[src/rtl/wb_retire_stage_pkg.sv]
// Shared definitions for the writeback/retire stage: class-bit indices, queue FSM
// encoding and the field layout of the MEM->WB bundle.
package wb_retire_stage_pkg;

  localparam int CLS_BR  = 0;
  localparam int CLS_MEM = 1;
  localparam int DEST_W  = 5;

  typedef enum logic [1:0] {
    Q_EMPTY   = 2'd0,
    Q_PARTIAL = 2'd1,
    Q_FULL    = 2'd2
  } q_state_t;

  // MEM->WB bundle is {cls, dest, rf_wen, wdata, pc}, pc in the low bits.
  function automatic int mw_wdata_lsb(input int xlen);
    return xlen;
  endfunction

  function automatic int mw_wen_bit(input int xlen);
    return 2 * xlen;
  endfunction

  function automatic int mw_dest_lsb(input int xlen);
    return 2 * xlen + 1;
  endfunction

  function automatic int mw_cls_lsb(input int xlen);
    return 2 * xlen + 1 + DEST_W;
  endfunction

endpackage

[src/rtl/wb_retire_stage_retire_queue.sv]
// Power-of-two circular retire queue with an EMPTY/PARTIAL/FULL state machine;
// full and empty are registered alongside the state.
module wb_retire_stage_retire_queue
  import wb_retire_stage_pkg::*;
#(
  parameter int DEPTH = 4,
  parameter int W     = 72
) (
  input  logic         clk,
  input  logic         rst,
  input  logic         push,
  input  logic         pop,
  input  logic [W-1:0] din,
  output logic [W-1:0] dout,
  output logic         full,
  output logic         empty
);

  localparam int AW = $clog2(DEPTH);
  localparam int CW = $clog2(DEPTH + 1);

  logic [W-1:0]  mem [DEPTH];
  logic [AW-1:0] wr_ptr;
  logic [AW-1:0] rd_ptr;
  logic [CW-1:0] count;
  q_state_t      state;

  always_ff @(posedge clk) begin
    if (rst) begin
      wr_ptr <= '0;
      rd_ptr <= '0;
      count  <= '0;
      state  <= Q_EMPTY;
      full   <= 1'b0;
      empty  <= 1'b1;
    end else begin
      if (push) wr_ptr <= wr_ptr + 1'b1;
      if (pop)  rd_ptr <= rd_ptr + 1'b1;
      if (push && !pop)      count <= count + 1'b1;
      else if (pop && !push) count <= count - 1'b1;
      // Simultaneous push and pop leaves occupancy, and therefore state, unchanged.
      case (state)
        Q_EMPTY: begin
          if (push && !pop) begin
            state <= Q_PARTIAL;
            empty <= 1'b0;
          end
        end
        Q_PARTIAL: begin
          if (push && !pop && count == CW'(DEPTH - 1)) begin
            state <= Q_FULL;
            full  <= 1'b1;
          end else if (pop && !push && count == CW'(1)) begin
            state <= Q_EMPTY;
            empty <= 1'b1;
          end
        end
        Q_FULL: begin
          if (pop && !push) begin
            state <= Q_PARTIAL;
            full  <= 1'b0;
          end
        end
        default: begin
          state <= Q_EMPTY;
          full  <= 1'b0;
          empty <= 1'b1;
        end
      endcase
    end
  end

  always_ff @(posedge clk) begin
    if (push) mem[wr_ptr] <= din;
  end

  assign dout = mem[rd_ptr];

endmodule

[src/rtl/wb_retire_stage.sv]
// Writeback stage: holds the MEM result for one cycle, writes the RF, feeds ID
// forwarding, and streams retire records through a queue with per-class counters.
module wb_retire_stage
  import wb_retire_stage_pkg::*;
#(
  parameter int XLEN     = 32,
  parameter int DEPTH    = 4,
  parameter int NUM_CLS  = 2,
  parameter int CNT_W    = 32,
  parameter bit TRACE_EN = 1'b1
) (
  input  logic                       clk,
  input  logic                       rst,
  input  logic                       mem_to_wb_valid,
  input  logic [NUM_CLS+6+2*XLEN-1:0] mem_to_wb_data,
  output logic                       wb_allowin,
  output logic [6+XLEN-1:0]          wb_to_rf_data,
  output logic [2*XLEN+6-1:0]        wb_to_id_fw_data,
  input  logic                       inst_retired_fifo_full,
  output logic                       inst_retire_valid,
  output logic [2*XLEN+6-1:0]        inst_retired,
  input  logic                       cnt_clear,
  output logic [CNT_W-1:0]           valid_inst_cnt,
  output logic [NUM_CLS*CNT_W-1:0]   cls_inst_cnt
);

  localparam int IN_W  = NUM_CLS + 6 + 2 * XLEN;
  localparam int REC_W = 2 * XLEN + 6;
  localparam int ENT_W = REC_W + NUM_CLS;

  logic                            wb_vld_p0;
  logic [IN_W-1:0]                 wb_data_p0;
  logic                            wb_go;
  logic                            q_full;
  logic                            q_pop;
  logic                            cnt_inc;
  logic [NUM_CLS-1:0]              cnt_cls;
  logic [CNT_W-1:0]                valid_cnt;
  logic [NUM_CLS-1:0][CNT_W-1:0]   cls_cnt;

  logic [XLEN-1:0]    wb_pc;
  logic [XLEN-1:0]    wb_wdata;
  logic               wb_wen;
  logic [DEST_W-1:0]  wb_dest;
  logic [NUM_CLS-1:0] wb_cls;

  assign wb_pc    = wb_data_p0[XLEN-1:0];
  assign wb_wdata = wb_data_p0[mw_wdata_lsb(XLEN) +: XLEN];
  assign wb_wen   = wb_data_p0[mw_wen_bit(XLEN)];
  assign wb_dest  = wb_data_p0[mw_dest_lsb(XLEN) +: DEST_W];
  assign wb_cls   = wb_data_p0[mw_cls_lsb(XLEN) +: NUM_CLS];

  assign wb_go      = wb_vld_p0 & (!q_full | q_pop);
  assign wb_allowin = !wb_vld_p0 | wb_go;

  // p0: WB register, loaded from MEM whenever the stage can advance
  always_ff @(posedge clk) begin
    if (rst) begin
      wb_vld_p0  <= 1'b0;
      wb_data_p0 <= '0;
    end else if (wb_allowin) begin
      wb_vld_p0 <= mem_to_wb_valid;
      if (mem_to_wb_valid) wb_data_p0 <= mem_to_wb_data;
    end
  end

  assign wb_to_rf_data    = {wb_go & wb_wen, wb_dest, wb_wdata};
  assign wb_to_id_fw_data = {wb_pc, wb_vld_p0 & wb_wen, wb_dest, wb_wdata};

  generate
    if (TRACE_EN) begin : g_trace
      logic [ENT_W-1:0] q_head;
      logic             q_empty;

      wb_retire_stage_retire_queue #(
        .DEPTH (DEPTH),
        .W     (ENT_W)
      ) u_retire_queue (
        .clk   (clk),
        .rst   (rst),
        .push  (wb_go),
        .pop   (q_pop),
        .din   ({wb_cls, wb_pc, wb_wen, wb_dest, wb_wdata}),
        .dout  (q_head),
        .full  (q_full),
        .empty (q_empty)
      );

      assign inst_retire_valid = !q_empty;
      assign q_pop             = inst_retire_valid & !inst_retired_fifo_full;
      assign inst_retired      = q_head[REC_W-1:0];
      assign cnt_inc           = q_pop;
      assign cnt_cls           = q_head[ENT_W-1 -: NUM_CLS];
    end else begin : g_no_trace
      assign inst_retire_valid = 1'b0;
      assign q_pop             = 1'b0;
      assign q_full            = 1'b0;
      assign inst_retired      = '0;
      assign cnt_inc           = wb_go;
      assign cnt_cls           = wb_cls;
    end
  endgenerate

  // p1: perf counters, clear wins over a same-cycle retire
  always_ff @(posedge clk) begin
    if (rst || cnt_clear) begin
      valid_cnt <= '0;
      cls_cnt   <= '0;
    end else if (cnt_inc) begin
      valid_cnt <= valid_cnt + CNT_W'(1);
      for (int i = 0; i < NUM_CLS; i++) begin
        if (cnt_cls[i]) cls_cnt[i] <= cls_cnt[i] + CNT_W'(1);
      end
    end
  end

  assign valid_inst_cnt = valid_cnt;
  assign cls_inst_cnt   = cls_cnt;

endmodule

[config.mk]
export PLATFORM = sky130hd
export DESIGN_NAME = wb_retire_stage
export DESIGN_NICKNAME = d
export VERILOG_FILES = /design/src/rtl/wb_retire_stage_pkg.sv /design/src/rtl/wb_retire_stage_retire_queue.sv /design/src/rtl/wb_retire_stage.sv
export SDC_FILE = /design/constraint.sdc
export NUM_CORES = 1
export LEC_CHECK = 0
export BUFFER_PORTS_ARGS = -buffer_cell sky130_fd_sc_hd__buf_4
export CORE_MARGIN = 4
export CORE_UTILIZATION = 40
export CTS_BUF_LIST = sky130_fd_sc_hd__clkbuf_16
export DETAILED_ROUTE_END_ITERATION = 8
export GPL_ROUTABILITY_DRIVEN = 0
export MAX_ROUTING_LAYER = met4
export SETUP_SLACK_MARGIN = 0.05
export SLEW_MARGIN = 20
export SYNTH_ARGS = -nofsm -noshare
export SYNTH_HDL_FRONTEND = slang
export SYNTH_SLANG_ARGS = --single-unit
[constraint.sdc]
create_clock -name clk -period 4 [get_ports clk]
set_clock_uncertainty 0.1 [all_clocks]
set_input_delay 1 -clock clk [delete_from_list [all_inputs] [get_ports clk]]
set_output_delay 1 -clock clk [all_outputs]
set_load 0.005 [all_outputs]
# Word level (Yosys, flattened, before mapping)

Memory sizes are Yosys's and may differ from the RTL's. A register that Yosys moved wholly into a read port is not among the register bits.
Index checks and enable logic that the tools add are counted.

Add/subtract/negate cells: 7
Equal/unequal tests: 10
Muxes and demuxes: 18
Bitwise gates (word level): 8
Reductions and logical operators: 19

Operators with widths:

| kind                    | count |
|---|---|
| $add A32 B1 Y32 const B | 3 |
| $mux W2                 | 6 |
| $ne A2 B1 Y1 const B    | 4 |
| $mux W1                 | 7 |
| $logic_not A1 Y1        | 6 |
| $mux W3                 | 2 |
| $pmux W1 S3             | 2 |
| $pmux W2 S3             | 1 |
| $reduce_and A2 Y1       | 3 |
| $reduce_and A3 Y1       | 2 |
| $add A2 B1 Y2 const B   | 2 |
| $and A1 B1 Y1           | 4 |
| $logic_and A1 B1 Y1     | 4 |
| $reduce_and A4 Y1       | 1 |
| $add A3 B1 Y3 const B   | 1 |
| $eq A3 B1 Y1 const B    | 1 |
| $eq A3 B2 Y1 const B    | 1 |
| $ne A3 B1 Y1 const B    | 1 |
| $sub A3 B1 Y3 const B   | 1 |
| $eq A2 B1 Y1 const B    | 1 |
| $eq A2 B2 Y1 const B    | 1 |
| $logic_not A2 Y1        | 1 |
| $ne A2 B2 Y1 const B    | 1 |
| $not A1 Y1              | 2 |
| 3 further kinds         | 4 |

Register bits: 180
Memory bits (writable): 288
Output and inout bits: 276
Logic and storage cells: 74
Memories: 1

Memories:

| name                       | words | bits a word | rd ports | clocked after memory_dff | write ports | RTL line                           | text |
|---|---|---|---|---|---|---|---|
| g_trace.u_retire_queue.mem | 4     | 72          | 1        | 1                        | 1           | wb_retire_stage_retire_queue.sv:22 | `logic [W-1:0] mem [DEPTH];` |

# Logic depth before layout (Yosys ltp)

Depth after elaboration: 10
Depth in mapped cells: 8

# Cells and area by module

From an unflattened synthesis, not the netlist that was laid out.

Cells, all modules: 1420
Area, all modules: 19057.0 µm²

By module, submodules not included:

| module                       | instances | cells an instance | area each (µm²) |
|---|---|---|---|
| wb_retire_stage_retire_queue | 1         | 452               | 11167.0 |
| wb_retire_stage              | 1         | 968               | 7890.1 |

# Worst setup path after synthesis

OpenSTA, ideal clock, no wires.

Kind: input to register
From: input port inst_retired_fifo_full
To: memory g_trace.u_retire_queue.mem[1][0], enable pin
Arrival time: 3.655 ns
Setup slack: -0.193 ns
Stages on the path: 5
Buffers on the path: 2
Cell sequence: clkbuf_1 or2_2 clkbuf_1 a21boi_1 and2_1

Word-level cells in the longest chain between the ends: 6

Ends and longest elaborated chain:

| item                          | RTL line                           | text |
|---|---|---|
| from (decl)                   | wb_retire_stage.sv:19              | `input logic inst_retired_fifo_full,` |
| $logic_not A1 Y1              | wb_retire_stage.sv:90              | `assign q_pop = inst_retire_valid & !inst_retired_fifo_full;` |
| $and A1 B1 Y1                 | wb_retire_stage.sv:90              |  |
| $or A1 B1 Y1                  | wb_retire_stage.sv:53              | `assign wb_go = wb_vld_p0 & (!q_full \| q_pop);` |
| $and A1 B1 Y1                 | wb_retire_stage.sv:53              |  |
| $mux W1                       | wb_retire_stage_retire_queue.sv:74 | `if (push) mem[wr_ptr] <= din;` |
| $mux W1 (not written as such) | wb_retire_stage_retire_queue.sv:74 |  |
| to (decl)                     | wb_retire_stage_retire_queue.sv:22 |  |

No other way between the ends.

==> metrics.cfg <==
[run_status]
status = finished, final reports clean

[timing]
timing.hold.ws_ns = 0.376
setup_viol = 0
drv_slew = 0
min_period_ns = 3.34
setup_tns_ns = 0
rsz0062_at_grt = no
slew_headroom = 0.416
hold_violations = 0
period_share = 0.834
tightest_slew_ns = 0.876
fmax_mhz = 300

[power]
p_per_area_nw_per_um2 = 444
totalPowerFinal_mw = 10.3
p_leak_nw = 8.37
vdd_drop_max_uv = 373

[drt]
ant_nets = 0
vias_per_cell = 5.32
vias = 12524
drt_first_pass_iters = 5
wl_per_cell_um = 19.7
initialDrtViolationCount = 671
wirelength_mm = 46.2
drc = 0

[logic_synthesis]
ys_ff_latch = 470
syn_inst = 1453
synth_cell_types = 52
synthAdderAreaFrac = 0.00721
synth_area_um2 = 19100
synth-main-ff-cell = edfxtp_1
synth_compound_area_frac = 0.0708
synth-simple-area-share = 0.118
syn_area_per_cell_um2 = 13.1
yosys_warnings = 0
synth_edf_count = 288
synth.mux.area_fraction = 0.0895
ys_seq_area_frac = 0.644
synth-xor-area-share = 0.00826
synth_top_family_by_area = simple AND/OR/NAND/NOR gates
synthArstFlopShare = 0
synth_fp_nets = 1541

[clocking]
hold_buffers = 0
clkTransAtPathRegs_ns = 0.06
cts_tree = yes
post_cts_resized = 0
clock_latency_ns = 0.58
root_buffer = clkbuf_16
post_cts_buffers = 0
cts-buffers-inserted = 50
cts.sinks = 470
clk_path_buf_depth = 3
htreeDepth = 2

[placed_design]
dp_hpwl_mm = 31.0
port_buffers = 352
dp.cells = 2253

[layout]
drive_gt1_frac = 0.313
regArea_um2 = 12300
nets = 1786
instances_no_fill = 2352
multi_input_area_um2 = 5640
fill_cells = 4079
syn_to_final_growth_pct = 22.2
finish.utilization = 0.498
final_cell_mix = 372 x buf_4, 288 x edfxtp_1, 198 x nand2_1
layout_commonest_cell = buf_4

[floorplan]
rows = 79
design.core.area_um2 = 46900
start_util = 0.408
die_w_um = 226
io_pins = 353
dieArea_um2 = 51300
die_y_um = 226

[global_route]
grt_pass1_wl_mm = 70.6
globalRouteTotalUtil = 0.180
grt_max_degree = 73
grt_pass1_vias = 12272
antenna_found_initial = 5
overflow = 0

[min_path]
hold_class = flop to flop

[flow_run]
maxCapViolations = 0

[worst_setup_path]
start_kind = flop
cp_max_fo = 22
endpoint_kind = output pin
worstPathArrival_ns = 2.24
path_class = flop to output pin
worstPathRequired_ns = 2.90

## worst paths after layout
check,end,slack (ns),depth (start not counted),from
max,inst_retired[44],0.66,3,flop
max reg2reg,cls_inst_cnt[54],1.15,5,flop
min,cls_inst_cnt[31],0.38,2,cls_inst_cnt[31]
min reg2reg,cls_inst_cnt[31],0.38,2,cls_inst_cnt[31]
## logic make-up (layout without fill, tap and decap cells)
family | count (synthesis) | in the layout
AOI/OAI and AO/OA | 235 | 235
DFF | 470 | 470
and+or+nand+nor | 434 | 434
other | 0 | 5
adders and majority gates | 11 | 11
buffers and inverters | 203 | 490
muxes | 82 | 82
xor gates and xnor gates | 18 | 18
## stage by stage
stage	setup slack [ns]	cell area, µm²
global placement	0.936	21700
global route	0.486	23300
CTS	0.532	23300
finish	0.663	23300
detailed placement	0.928	21700
floorplan	0.582	19100
## critical path, cell delays in order (launching register included)
cell and delay (ns):
dfxtp_4 0.63, buf_4 0.32, mux4_2 0.54, buf_4 0.16
## Yosys cell counts, types with 11 or more instances
master,number,area share
a21oi_1,143,0.037
and3_1,14,0.0046
and4_1,19,0.0087
buf_4,107,0.042
clkbuf_1,67,0.013
dfxtp_1,182,0.19
edfxtp_1,288,0.45
ha_1,11,0.0072
inv_1,14,0.0028
mux2i_1,11,0.0058
mux4_2,71,0.084
nand2_1,199,0.039
nand3_1,28,0.0073
nand4_1,32,0.010
nor2_1,29,0.0057
o21ai_0,26,0.0068
o31ai_1,41,0.016
or3_1,31,0.010
or4_1,44,0.017
## sequential cells by signal, indices dropped and copies added (netlist names), named ones only
signal / flops
wb_data_p0: 72
g_trace.u_retire_queue.state: 2
g_trace.u_retire_queue.empty: 1
g_trace.u_retire_queue.count: 3
g_trace.u_retire_queue.mem: 288
valid_inst_cnt: 32
g_trace.u_retire_queue.full: 1
g_trace.u_retire_queue.rd_ptr: 2
g_trace.u_retire_queue.wr_ptr: 2
cls_inst_cnt: 64
wb_vld_p0: 1
## routing by layer
metal | global-route usage | vias up | share of wire
met1 | 0.235 | 6213 | 0.44
met3 | 0.0470 | 54 | 0.072
met2 | 0.286 | 356 | 0.47
met4 | 0.0418 | 0 | 0.017
met5 | - | - | 0
li1 | - | 5901 | -
## power by group
group / internal [mW] / switching [mW] / total, mW
logic: 0.326 / 0.287 / 0.613
registers: 5.25 / 0.107 / 5.36
clock network: 2.49 / 1.89 / 4.38
total: 8.07 / 2.28 / 10.3
## layout make-up
cell class                 count  area share
multi-input combinational    780       0.242
clock inverter                42      0.0118
inverter                      14     0.00225
clock buffer                  52      0.0558
timing repair buffer         382       0.128
antenna                        5    0.000536
sequential                   470       0.527
tap                          607      0.0326
Power figures use the tool's default switching activity.
